**config.mk**
```make
export PLATFORM = sky130hd
export DESIGN_NAME = fb_arbiter
export DESIGN_NICKNAME = d
export VERILOG_FILES = /design/src/rtl/fb_pkg.sv /design/src/rtl/fb_addr_calc.sv /design/src/rtl/fb_arbiter.sv
export SDC_FILE = /design/constraint.sdc
export NUM_CORES = 1
export LEC_CHECK = 0
export BUFFER_PORTS_ARGS = -buffer_cell sky130_fd_sc_hd__buf_2
export CAP_MARGIN = 20
export CORE_MARGIN = 2
export CORE_UTILIZATION = 53
export CTS_BUF_LIST = sky130_fd_sc_hd__clkbuf_4 sky130_fd_sc_hd__clkbuf_8
export CTS_CLUSTER_SIZE = 12
export DETAILED_ROUTE_END_ITERATION = 10
export PLACE_DENSITY = 0.86
export REMOVE_ABC_BUFFERS = 1
export SLEW_MARGIN = 0
export SYNTH_ARGS = -nofsm -noshare
export SYNTH_HDL_FRONTEND = slang
export SYNTH_SLANG_ARGS = --single-unit
```
**constraint.sdc**
```tcl
create_clock -name clk_pixel_in -period 3.6 [get_ports clk_pixel_in]
set_input_delay 0.36 -clock clk_pixel_in [delete_from_list [all_inputs] [get_ports clk_pixel_in]]
set_output_delay 0.36 -clock clk_pixel_in [all_outputs]
set_load 0.05 [all_outputs]
```
**src/rtl/fb_pkg.sv**
```systemverilog
`default_nettype none
// ============================================================================
// Module      : fb_pkg
// Description : Shared frame-buffer constants, bank type, swap FSM encoding
//               and the address-width helper used by the arbiter slice.
// Revision    : 1.0 - initial release
// ============================================================================
package fb_pkg;

    localparam int c_FB_WIDTH   = 320;
    localparam int c_FB_HEIGHT  = 180;
    localparam int c_SCALE_LOG2 = 2;

    // Two banks of FB_WIDTH x FB_HEIGHT pixels share one linear address space.
    function automatic int fb_addr_w(input int width, input int height);
        return $clog2(2 * width * height);
    endfunction

    localparam int c_ADDR_W = fb_addr_w(c_FB_WIDTH, c_FB_HEIGHT);

    typedef logic bank_t;

    typedef enum logic [0:0] {
        IDLE    = 1'b0,
        PENDING = 1'b1
    } swap_state_t;

endpackage
`default_nettype wire

```
**src/rtl/fb_addr_calc.sv**
```systemverilog
`default_nettype none
// ============================================================================
// Module      : fb_addr_calc
// Description : Combinational bank/x/y to linear frame-buffer address.
//               addr = bank*W*H + y*W + x
// Revision    : 1.0 - initial release
// ============================================================================
module fb_addr_calc
    import fb_pkg::*;
#(
    parameter int FB_WIDTH  = c_FB_WIDTH,
    parameter int FB_HEIGHT = c_FB_HEIGHT,
    parameter int X_W       = 9,
    parameter int Y_W       = 8,
    parameter int ADDR_W    = fb_addr_w(FB_WIDTH, FB_HEIGHT)
) (
    input  bank_t             bank_in,
    input  logic [X_W-1:0]    x_in,
    input  logic [Y_W-1:0]    y_in,
    output logic [ADDR_W-1:0] addr_out
);

    localparam logic [ADDR_W-1:0] c_BANK_SIZE  = ADDR_W'(FB_WIDTH * FB_HEIGHT);
    localparam logic [ADDR_W-1:0] c_ROW_STRIDE = ADDR_W'(FB_WIDTH);

    // Linear address: bank base plus row offset plus column.
    always_comb begin
        addr_out = (bank_in ? c_BANK_SIZE : '0)
                 + ADDR_W'(y_in) * c_ROW_STRIDE
                 + ADDR_W'(x_in);
    end

endmodule
`default_nettype wire

```
**src/rtl/fb_arbiter.sv**
```systemverilog
`default_nettype none
// ============================================================================
// Module      : fb_arbiter
// Description : Shares the single frame-buffer port between display scan-out
//               (fixed read slots, always win) and renderer writes (valid/
//               ready), and flips front/back bank only at frame boundaries.
//               Optional FB_ARBITER_STATS_EN adds drop/stall counters.
// Revision    : 1.0 - initial release
// ============================================================================
module fb_arbiter
    import fb_pkg::*;
#(
    parameter int FB_WIDTH   = c_FB_WIDTH,
    parameter int FB_HEIGHT  = c_FB_HEIGHT,
    parameter int SCALE_LOG2 = c_SCALE_LOG2,
    parameter int DATA_W     = 16,
    parameter int MEM_LAT    = 2,
    parameter int H_W        = 11,
    parameter int V_W        = 10,
    localparam int ADDR_W    = fb_addr_w(FB_WIDTH, FB_HEIGHT)
) (
    input  logic              clk_pixel_in,
    input  logic              rst_n_in,
    input  logic [H_W-1:0]    hcount_in,
    input  logic [V_W-1:0]    vcount_in,
    input  logic              ad_in,
    input  logic              nf_in,
    input  logic              wr_valid_in,
    output logic              wr_ready_out,
    input  logic [8:0]        wr_x_in,
    input  logic [7:0]        wr_y_in,
    input  logic [DATA_W-1:0] wr_data_in,
    input  logic              swap_req_in,
    output logic              swap_ack_out,
    output logic              front_bank_out,
    output logic [ADDR_W-1:0] mem_addr_out,
    output logic              mem_we_out,
    output logic [DATA_W-1:0] mem_wdata_out,
    input  logic [DATA_W-1:0] mem_rdata_in,
    output logic [DATA_W-1:0] pixel_out
`ifdef FB_ARBITER_STATS_EN
    ,
    output logic [15:0]       wr_drop_count_out,
    output logic [15:0]       wr_stall_count_out
`endif
);

    localparam logic [0:0]     c_ST_IDLE    = IDLE;
    localparam logic [0:0]     c_ST_PENDING = PENDING;
    localparam logic [H_W-1:0] c_SUB_MASK   = H_W'((1 << SCALE_LOG2) - 1);

    logic              w_read_slot;
    logic              w_wr_accept;
    logic              w_wr_in_range;
    logic              w_nf_rise;
    logic [H_W-1:0]    w_rd_x;
    logic [V_W-1:0]    w_rd_y;
    logic [ADDR_W-1:0] w_rd_addr;
    logic [ADDR_W-1:0] w_wr_addr;

    bank_t             r_bank;
    logic [0:0]        r_state;
    logic              r_nf_q;
    logic              r_ack;
    logic [ADDR_W-1:0] r_mem_addr;
    logic              r_mem_we;
    logic [DATA_W-1:0] r_mem_wdata;
    logic [MEM_LAT-1:0] r_slot_dly;
    logic [MEM_LAT-1:0] r_ad_dly;
    logic [DATA_W-1:0] r_rd_data;
    logic [DATA_W-1:0] r_pixel;

    // Scan-out owns the first pixel of every upscaled FB column.
    assign w_read_slot   = ad_in && ((hcount_in & c_SUB_MASK) == '0);
    assign wr_ready_out  = rst_n_in && !w_read_slot;
    assign w_wr_accept   = wr_valid_in && wr_ready_out;
    assign w_wr_in_range = (32'(wr_x_in) < 32'(FB_WIDTH)) && (32'(wr_y_in) < 32'(FB_HEIGHT));
    assign w_nf_rise     = nf_in && !r_nf_q;

    assign w_rd_x = hcount_in >> SCALE_LOG2;
    assign w_rd_y = vcount_in >> SCALE_LOG2;

    fb_addr_calc #(
        .FB_WIDTH (FB_WIDTH),
        .FB_HEIGHT(FB_HEIGHT),
        .X_W      (H_W),
        .Y_W      (V_W),
        .ADDR_W   (ADDR_W)
    ) u_rd_addr (
        .bank_in (r_bank),
        .x_in    (w_rd_x),
        .y_in    (w_rd_y),
        .addr_out(w_rd_addr)
    );

    // Writes always go to the back bank, i.e. the one not on screen.
    fb_addr_calc #(
        .FB_WIDTH (FB_WIDTH),
        .FB_HEIGHT(FB_HEIGHT),
        .X_W      (9),
        .Y_W      (8),
        .ADDR_W   (ADDR_W)
    ) u_wr_addr (
        .bank_in (~r_bank),
        .x_in    (wr_x_in),
        .y_in    (wr_y_in),
        .addr_out(w_wr_addr)
    );

    // Memory request register: read slot first, then an in-range write, else idle.
    always_ff @(posedge clk_pixel_in or negedge rst_n_in) begin
        if (!rst_n_in) begin
            r_mem_addr  <= '0;
            r_mem_we    <= 1'b0;
            r_mem_wdata <= '0;
        end else if (w_read_slot) begin
            r_mem_addr  <= w_rd_addr;
            r_mem_we    <= 1'b0;
        end else if (w_wr_accept && w_wr_in_range) begin
            r_mem_addr  <= w_wr_addr;
            r_mem_we    <= 1'b1;
            r_mem_wdata <= wr_data_in;
        end else begin
            r_mem_we    <= 1'b0;
        end
    end

    // Delay slot and active flags to line up with returning read data.
    always_ff @(posedge clk_pixel_in or negedge rst_n_in) begin
        if (!rst_n_in) begin
            r_slot_dly <= '0;
            r_ad_dly   <= '0;
        end else begin
            r_slot_dly[0] <= w_read_slot;
            r_ad_dly[0]   <= ad_in;
            for (int i = 1; i < MEM_LAT; i++) begin
                r_slot_dly[i] <= r_slot_dly[i-1];
                r_ad_dly[i]   <= r_ad_dly[i-1];
            end
        end
    end

    // Capture read data and hold it across the upscaled pixel; blank outside active.
    always_ff @(posedge clk_pixel_in or negedge rst_n_in) begin
        if (!rst_n_in) begin
            r_rd_data <= '0;
            r_pixel   <= '0;
        end else begin
            if (r_slot_dly[MEM_LAT-1]) begin
                r_rd_data <= mem_rdata_in;
            end
            if (!r_ad_dly[MEM_LAT-1]) begin
                r_pixel <= '0;
            end else if (r_slot_dly[MEM_LAT-1]) begin
                r_pixel <= mem_rdata_in;
            end else begin
                r_pixel <= r_rd_data;
            end
        end
    end

    // Swap FSM: arm on request, acknowledge on the next frame edge, flip bank a cycle later.
    always_ff @(posedge clk_pixel_in or negedge rst_n_in) begin
        if (!rst_n_in) begin
            r_state <= c_ST_IDLE;
            r_nf_q  <= 1'b0;
            r_ack   <= 1'b0;
            r_bank  <= 1'b0;
        end else begin
            r_nf_q <= nf_in;
            r_ack  <= 1'b0;
            if (r_ack) begin
                r_bank <= ~r_bank;
            end
            case (r_state)
                c_ST_IDLE: begin
                    if (swap_req_in) begin
                        if (w_nf_rise) begin
                            r_ack <= 1'b1;
                        end else begin
                            r_state <= c_ST_PENDING;
                        end
                    end
                end
                c_ST_PENDING: begin
                    if (w_nf_rise) begin
                        r_ack   <= 1'b1;
                        r_state <= c_ST_IDLE;
                    end
                end
                default: r_state <= c_ST_IDLE;
            endcase
        end
    end

    assign mem_addr_out   = r_mem_addr;
    assign mem_we_out     = r_mem_we;
    assign mem_wdata_out  = r_mem_wdata;
    assign pixel_out      = r_pixel;
    assign swap_ack_out   = r_ack;
    assign front_bank_out = r_bank;

`ifdef FB_ARBITER_STATS_EN
    logic [15:0] r_drop_cnt;
    logic [15:0] r_stall_cnt;

    // Saturating counters for dropped out-of-range writes and stalled write cycles.
    always_ff @(posedge clk_pixel_in or negedge rst_n_in) begin
        if (!rst_n_in) begin
            r_drop_cnt  <= '0;
            r_stall_cnt <= '0;
        end else begin
            if (w_wr_accept && !w_wr_in_range && (r_drop_cnt != 16'hFFFF)) begin
                r_drop_cnt <= r_drop_cnt + 16'd1;
            end
            if (wr_valid_in && !wr_ready_out && (r_stall_cnt != 16'hFFFF)) begin
                r_stall_cnt <= r_stall_cnt + 16'd1;
            end
        end
    end

    assign wr_drop_count_out  = r_drop_cnt;
    assign wr_stall_count_out = r_stall_cnt;
`endif

endmodule
`default_nettype wire
```
# Word-level counts from Yosys, hierarchy flattened

Index checks and enable logic that the tools add are counted.
W data, S select, Z words.

$add $sub $neg: 4
Multipliers: 2
Div/mod/pow operators: 0
Order comparisons: 2
Equality and inequality tests: 0
Shifts and indexed selects: 0
Muxes and demuxes: 14
Bitwise gates (word level): 3
Reductions and logical operators: 11

Operators by type and width:

| kind                   | count |
|---|---|
| $mux W16               | 4 |
| $add A17 B17 Y17       | 2 |
| $add A17 B9 Y17        | 2 |
| $mux W17               | 2 |
| $mul A8 B3 Y11 const B | 2 |
| $logic_not A11 Y1      | 1 |
| $lt A9 B9 Y1 const B   | 1 |
| $lt A8 B8 Y1 const B   | 1 |
| $logic_and A1 B1 Y1    | 6 |
| $mux W1                | 6 |
| $pmux W1 S2            | 2 |
| $not A1 Y1             | 3 |
| $logic_not A1 Y1       | 2 |
| $reduce_and A2 Y1      | 1 |
| $reduce_bool A2 Y1     | 1 |

Bits in registers: 74
Bits in latches: 0
Memory bits (writable): 0
Bits in read-only memories: 0
Output and inout port bits: 53
Memories kept: 0

# Longest topological paths before layout

Gate-level depths: netlist (run 1).

Word-level depth: 8
Depth in mapped cells: 18
Gate-level depth less buffers: 18

# By module

A second synthesis (run 1) with hierarchy kept.

Cell total of the unflattened synthesis: 387
Area, all modules: 4441.8 sq um

By module, submodules not included:

| module                    | instances | cells each | area an instance (sq um) | seq. area each (sq um) |
|---|---|---|---|---|
| fb_arbiter                | 1         | 221        | 2899.0                   | 1851.8 |
| fb_addr_calc at u_rd_addr | 1         | 89         | 838.3                    | 0.0 |
| fb_addr_calc at u_wr_addr | 1         | 77         | 704.4                    | 0.0 |

# Worst setup path before layout (run 1)

No wires, ideal clock.

Kind: input to register
Start: input port vcount_in[3]
End: register r_mem_addr[16], in the netlist mem_addr_out[16]
Library setup time: 0.078 ns
Data arrival time: 3.488 ns
Data required time: 3.522 ns
Setup slack: 0.034 ns
Cell stages on the path: 17
Cells stage by stage: ha_1 -> ha_1 -> fa_1 -> a21o_1 -> a21oi_1 -> o21bai_1 -> a21oi_1 -> xnor2_1 -> ha_1 -> ha_1 -> nand2_1 -> nand2b_1 -> a22o_1 -> a31o_1 -> a31oi_2 -> xnor2_1 -> o2bb2ai_1

Cells in the longest elaborated chain, start to end: 4

Ends and longest elaborated chain:

| what                 | line               | source |
|---|---|---|
| start, declared      | fb_arbiter.sv:25   | `input logic [V_W-1:0] vcount_in,` |
| $mul A8 B3 Y11       | fb_addr_calc.sv:29 | `+ ADDR_W'(y_in) * c_ROW_STRIDE` |
| $add A17 B17 Y17     | fb_addr_calc.sv:29 |  |
| $add A17 B9 Y17      | fb_addr_calc.sv:30 | `+ ADDR_W'(x_in);` |
| $mux W17             | fb_arbiter.sv:116  | `end else if (w_read_slot) begin` |
| end signal, assigned | fb_arbiter.sv:117  | `r_mem_addr <= w_rd_addr;` |
| end signal, assigned | fb_arbiter.sv:120  | `r_mem_addr <= w_wr_addr;` |
| end, declared        | fb_arbiter.sv:65   | `logic [ADDR_W-1:0] r_mem_addr;` |

No other way between the ends.
A chain may end at the register's enable or synchronous reset.

# Worst setup path after layout (run 1)

Ends and elaborated chain as after synthesis.

==> results of run 1 <==
-- worst max-delay path: stages --
cell and delay, ps:
buf_2 100, ha_1 290, ha_1 230, fa_2 360
a21o_1 190, a21oi_2 150, o21bai_1 90, a21oi_2 150
xnor2_1 130, ha_1 250, ha_1 340, nand2_1 100
nand2b_1 60, a22o_1 230, a31o_1 200, a31oi_2 160
xnor2_1 140, o2bb2ai_1 120
-- metrics by stage --
| step | worst slack (ps) | instance area [um2] | utilization |
|---|---|---|---|
| floorplan | 33.50 | 4003 | - |
| global placement | -148.0 | 4850 | 0.6615 |
| detailed placement | -250.7 | 4850 | 0.6615 |
| CTS | 84.49 | 5097 | 0.6953 |
| global route | 60.56 | 5107 | 0.6967 |
| finish | 224.4 | 5107 | 0.6967 |
-- final cells by class --
class	instances	area [um2]
clock buffers	9	123.9
clock inverters	7	123.9
fillers	599	2223
inverters	12	45.04
multi-input cells	285	2116
flip-flops and latches	74	1852
well taps	99	123.9
repair buffers	138	723.2
-- worst paths after layout --
| path | from | to | slack, ps | depth (start not counted) |
|---|---|---|---|---|
| setup / recovery | vcount_in[3] | mem_addr_out[16] | 220 | 18 |
| hold / removal | nf_in | r_nf_q | 160 | 1 |
| setup reg to reg | front_bank_out | mem_addr_out[16] | 760 | 11 |
| hold reg to reg | r_ad_dly[0] | r_ad_dly[1] | 350 | 0 |
| max in group asynchronous | rst_n_in | front_bank_out | 2790 | 2 |
| min in group asynchronous | rst_n_in | mem_addr_out[1] | 240 | 2 |
-- registers in the layout (all words and copies together), names as in the netlist, 2 cells and up --
register / count
mem_addr_out: 17
mem_wdata_out: 16
pixel_out: 16
r_ad_dly: 2
r_rd_data: 16
r_slot_dly: 2
-- logic make-up (layout without fill, tap and decap cells) --
family | Yosys count | in the layout | share of synthesized area
buffers and inverters | 21 | 166 | 0.02135
and+or+nand+nor | 135 | 135 | 0.1578
DFF | 74 | 74 | 0.4579
xor gates and xnor gates | 24 | 24 | 0.05198
adders and majority gates | 50 | 50 | 0.1658
muxes | 18 | 18 | 0.04950
AOI/OAI and AO/OA | 58 | 58 | 0.09561
-- power breakdown --
part	internal (mW)	switching, mW	leakage (nW)
Sequential	0.998	0.0898	0.901
Clock	0.466	0.307	0.120
Combinational	0.577	1.05	1.65
-- per-layer routing --
layer  part of all wire  track usage  wire, um
met4             0.0097      0.06692        89
met1               0.41       0.2671      3733
met2               0.53       0.4056      4880
met5                  0            0         0
met3              0.048      0.04647       443
-- cells in the final DEF, fill, tap and decap left out, drive strengths merged, types with 2 or more instances in the layout --
cell type  count
a211oi         3
a21o           6
a21oi         15
a31oi          3
and2          19
and3           2
buf          138
bufinv         3
clkbuf         9
clkinv         2
dfrtp         74
fa             6
ha            44
inv           13
mux2          16
mux2i          2
nand2         60
nand2b         2
nand3          6
nand4          2
nor2          32
nor2b          5
o2111ai        2
o21ai          9
o22ai         10
xnor2         16
xor2           8
-- what timing repair did --
item                       CTS  global route
buffers inserted             0             0
resized for setup            0             3
setup endpoints to repair    0             1
==> summary.txt, run 1 <==
Die area - 0.008345 mm2
Max clock buf depth - 2
Area contributors post-synth - dfrtp_1 (46%), ha_1 (14%), nand2_1 (5.5%)
Cell taking the most area after synthesis - dfrtp_1
Maximum capacitance violations - 0
Final instance count without filler cells - 624
Synth-to-Final Area Change - 26.30%
# DRC - 0
Initial DRT Pass Iterations - 4
Via count - 3,273
Clock root buffer - clkbuf_8
Final WL - 9.146 mm
Setup crit start kind - input pin
Setup CP Type - input pin to flip-flop
GRT overflow - 0
Initial antenna violation count - 0
Max IR drop VDD - 0.3587 mV
Leak - 2.668 nW
Hold slack - 157.9 ps
Std-Cell Core Area - 0.007331 mm2
First-pass GRT wire length - 14.88 mm
EDFF count, synth - 0
Status - finished clean
Placed cells - 608
Pwr Total - 3.484 mW
TritonCTS clock tree - built
Clock slew at reported path FFs - 80 ps
Total GRT Usage - 0.2239
Final net count - 646
Pin count of the biggest net entering global routing - 75
Max frequency - 0.2962 GHz
Layout cells sized above 1 - 0.3448
Async SR Flop Fraction - 1.000
Top cells by count, synth - dfrtp_1 (74), nand2_1 (59), ha_1 (44)
Worst Path Required - 3850 ps
Setup TNS - 0 ps
CP arrival - 3630 ps
Mapped Area - 0.004044 mm2
Part of the cycle the worst path needs - 0.9377
Most frequent cell after synthesis - dfrtp_1
Endpoint type of the worst setup path - flip-flop
RSZ-0062 raised after global routing - false
DR iter-0 viols - 102
Post-Syn Instances - 380
CTS H-tree depth - 3
Setup violators final - 0
Synthesized area per cell - 10.64 um2
Hpwl dp - 7.094 mm
Slew Viols, Final - 0
Final hold vios - 0
Wire per inst - 14.66 um
Clock sink count - 74
Rel. slew slack - 0.4118
Yosys cell types - 52
Pwr Density - 682.1 mW/mm2
GP Congestion - 0.8291
Cell Rows - 31
CTS buffer count - 9
Initial Util - 0.5516
Die height - 91.35 um
Chip Width - 91.35 um
I/O pin cnt - 129
Yosys reg bits - 74
CP max FO - 4
Clock skew - 8.315 ps
Fin crit period - 3376 ps
Clock Latency Late Sink - 330 ps
Hold_buf cts - 0
IO Port Bufs - 126
Worst Max-Slew Pin Slew - 882.3 ps
Leading register cell type out of synthesis - dfrtp_1
Vias/cell - 5.245
Hold Crit Class - input pin to flip-flop
Vias in the first global route - 3,234
Post-synthesis sequential area ratio - 0.4579
Top-area cell type share of the netlist area - 0.4579
Antenna Cells - 0
Ys Warns - 0
Post-DRT Antenna Nets - 0
(Power assumes the default switching activity.)
==> run 2: changes to the inputs <==
--- a/config.mk
+++ b/config.mk
@@ -5,6 +5,7 @@
 export SDC_FILE = /design/constraint.sdc
 export NUM_CORES = 1
 export LEC_CHECK = 0
+export ABC_AREA = 1
 export BUFFER_PORTS_ARGS = -buffer_cell sky130_fd_sc_hd__buf_2
 export CAP_MARGIN = 20
 export CORE_MARGIN = 2
@@ -12,7 +13,7 @@
 export CTS_BUF_LIST = sky130_fd_sc_hd__clkbuf_4 sky130_fd_sc_hd__clkbuf_8
 export CTS_CLUSTER_SIZE = 12
 export DETAILED_ROUTE_END_ITERATION = 10
-export PLACE_DENSITY = 0.86
+export PLACE_DENSITY = 0.85
 export REMOVE_ABC_BUFFERS = 1
 export SLEW_MARGIN = 0
 export SYNTH_ARGS = -nofsm -noshare
==> summary.txt, run 2 <==
Status - finished clean
Clock Latency Late Sink - 350 ps (+20 ps)
Die height - 92.28 um (+1.0%)
IO Port Bufs - 126 (unchanged)
Crit-path max cell delay - 410 ps (+50 ps)
Antenna Cells - 0 (unchanged)
Post-DRT Antenna Nets - 0 (unchanged)
Core Util, Final - 0.6590 (-0.03768)
Yosys reg bits - 74 (unchanged)
Die area - 0.008515 mm2 (+2.0%)
Crit path max-delay family - adder cells
Ys Warns - 0 (unchanged)
EDFF count, synth - 0 (unchanged)
Setup crit start kind - input pin
Layout cells sized above 1 - 0.2463 (-0.09843)
Hold_buf cts - 0 (unchanged)
Synth-to-Final Area Change - 22.02%
Top cells by count, synth - nand2_1 (159), dfrtp_1 (74), ha_1 (44)
Post-Syn Instances - 481 (+27%)
Area after DPL - 0.004833 mm2 (-0.34%)
Clock slew at reported path FFs - 90 ps (about the same)
Top Metal Used - met4
Leading register cell type out of synthesis - dfrtp_1
Final WL - 10.06 mm (+10%)
Rel. slew slack - 0.4027 (-0.009113)
Mapped Area - 0.004130 mm2 (+2.1%)
Origin of the worst setup path - wr_y_in[1]
Top-area cell type share of the netlist area - 0.4483 (-0.009572)
Maximum capacitance violations - 0 (unchanged)
DR iter-0 viols - 165 (+62%)
I/O pin cnt - 129 (unchanged)
Pwr Total - 3.261 mW (-6.4%)
Finished Cell Area - 0.005040 mm2 (-1.3%)
Worst path slowest cell - fa_1
Placed cells - 699 (+15%)
Met1 WL - 4.176 mm (+12%)
Worst R2R Start - front_bank_out
Resized Gates After CTS - 0 (unchanged)
Hpwl dp - 7.574 mm (+6.8%)
CP cell instances - buf_2 > ha_1 > ha_1 > fa_1 > a21oi_1 > o21bai_1 > nand2_1 > nand2_1 > a21oi_1 > xnor2_1 > ha_1 > ha_1 > nand2_1 > inv_1 > nand4_1 > nand3_1 > nand3_1 > nand3_1 > nand2_1
Post-CTS Setup Bufs - 0 (unchanged)
Post-synthesis sequential area ratio - 0.4483 (-0.009572)
TritonCTS clock tree - built
Setup TNS - 0 ps (unchanged)
Synthesized area per cell - 8.587 um2 (-19%)
First-pass GRT wire length - 16.49 mm (+11%)
Footprint of the multi-input gates - 0.002066 mm2 (-2.4%)
Initial DRT Pass Iterations - 4 (unchanged)
Vias in the first global route - 3,787 (+17%)
Final net count - 734 (+14%)
Initial antenna violation count - 0 (unchanged)
Pin count of the biggest net entering global routing - 75 (unchanged)
Wire per inst - 14.08 um (-4.0%)
Most common cell after layout, fill and taps aside - nand2_1
Yosys cell types - 30 (-42%)
GP Congestion - 0.8176 (-1.4%)
Hold Crit Class - input pin to flip-flop
CTS buffer count - 9 (unchanged)
GRT overflow - 0 (unchanged)
Hold slack - 119.9 ps (-37.98 ps)
# DRC - 0 (unchanged)
Worst Max-Slew Pin Slew - 896.0 ps (+13.67 ps)
Slew Viols, Final - 0 (unchanged)
Total GRT Usage - 0.2469 (+0.02295)
Vias/cell - 5.217 (-0.54%)
Pre-CTS setup slack - 192.8 ps (+443.4 ps)
Setup CP Type - input pin to flip-flop
Setup violators final - 0 (unchanged)
Max IR drop VDD - 0.3807 mV (+6.1%)
Most frequent cell after synthesis - nand2_1
Max frequency - 0.3246 GHz (+9.6%)
Cell taking the most area after synthesis - dfrtp_1
Cell Rows - 32 (+3.2%)
WP buf/inv - 2 (+1)
Part of the cycle the worst path needs - 0.8557 (-0.08191)
CTS H-tree depth - 3 (unchanged)
Clock sink count - 74 (unchanged)
Fin crit period - 3081 ps (-294.9 ps)
RSZ-0062 raised after global routing - false
Final hold vios - 0 (unchanged)
Via count - 3,730 (+14%)
Clock skew - 11.88 ps (+3.560 ps)
Chip Width - 92.28 um (+1.0%)
CP max FO - 4 (unchanged)
Final instance count without filler cells - 715 (+15%)
Final-layout fill cell count - 618 (+3.2%)
Worst Path Required - 3850 ps (about the same)
Async SR Flop Fraction - 1.000 (unchanged)
Max reg flops - 17 (unchanged)
Area contributors post-synth - dfrtp_1 (45%), nand2_1 (14%), ha_1 (13%)
Leak - 2.864 nW (+7.3%)
Total length of routed met3 wires - 550 um (+24%)
Register area - 0.001852 mm2 (unchanged)
Std-Cell Core Area - 0.007647 mm2 (+4.3%)
PnR worst setup slack - 519.3 ps (+294.9 ps)
Pwr Density - 647.1 mW/mm2 (-5.1%)
Met2 Wirelength - 5.108 mm (+4.7%)
Initial Util - 0.5401 (-0.01154)
Endpoint type of the worst setup path - flip-flop
Max clock buf depth - 2 (unchanged)
Commonest non-fill, non-tap cells in the layout - nand2_1 (159), buf_2 (126), dfrtp_1 (74), ha_1 (44)
CP arrival - 3330 ps (-300 ps)
Clock root buffer - clkbuf_8
Hold wc startpoint - nf_in
run 2: changes by cell type after synthesis, sizes merged, moves of 15 or more:
cell | previous run | this run
nand2 | 60 | 161
nand3 | 6 | 30
a21oi | 15 | 30
mux2 | 16 | 0
inv | 11 | 40
and2 | 19 | 0
run 2: final timing paths:
check,slack (ps),cells past startpoint,endpoint
setup / recovery,520,19,mem_addr_out[16]
hold / removal,120,1,r_nf_q
setup reg to reg,890,12,mem_addr_out[14]
hold reg to reg,350,0,r_ad_dly[1]
max in group asynchronous,2770,2,mem_wdata_out[2]
min in group asynchronous,260,2,pixel_out[13]
run 2: where the power goes:
part / total, mW / internal [mW] / leakage (nW) / switching [mW]
Combinational: 1.50 / 0.448 / 1.85 / 1.05
Clock: 0.677 / 0.332 / 0.0988 / 0.345
Sequential: 1.08 / 0.990 / 0.911 / 0.0943
Total: 3.26 / 1.77 / 2.86 / 1.49
run 2: logic make-up (layout without fill, tap and decap cells):
kind of cell,after synthesis,count (layout),share of synthesized area
flops,74,74,0.4483
compound gates,59,59,0.07967
simple gates,238,238,0.2390
buf+inv,51,183,0.05150
xor+xnor,9,9,0.01909
fa+ha+maj,50,50,0.1624
run 2: worst register-to-register path, cell delays in order, from the launching register on:
cell     delay (ps)
dfrtp_1         470
inv_1           280
fa_1            530
ha_1            310
nand3_1          60
nand3_1         110
nand2_1          80
nor2_1          190
nand2_1          90
o21ai_0         180
nand3_1         120
nand3_1         120
nand2_1          70
run 2: final cells by class:
class	count	share of cell area
inverters	40	0.02979
multi-input cells	356	0.4099
repair buffers	127	0.1266
clock buffers	9	0.02458
clock inverters	7	0.01639
well taps	102	0.02532
flip-flops and latches	74	0.3674
run 2: metal layers:
| metal | track usage | vias up |
|---|---|---|
| met1 | 0.2943 | 1759 |
| met2 | 0.4400 | 127 |
| met4 | 0.1082 | 0 |
| li1 | - | 1824 |
| met3 | 0.03944 | 20 |
| met5 | 0 | - |
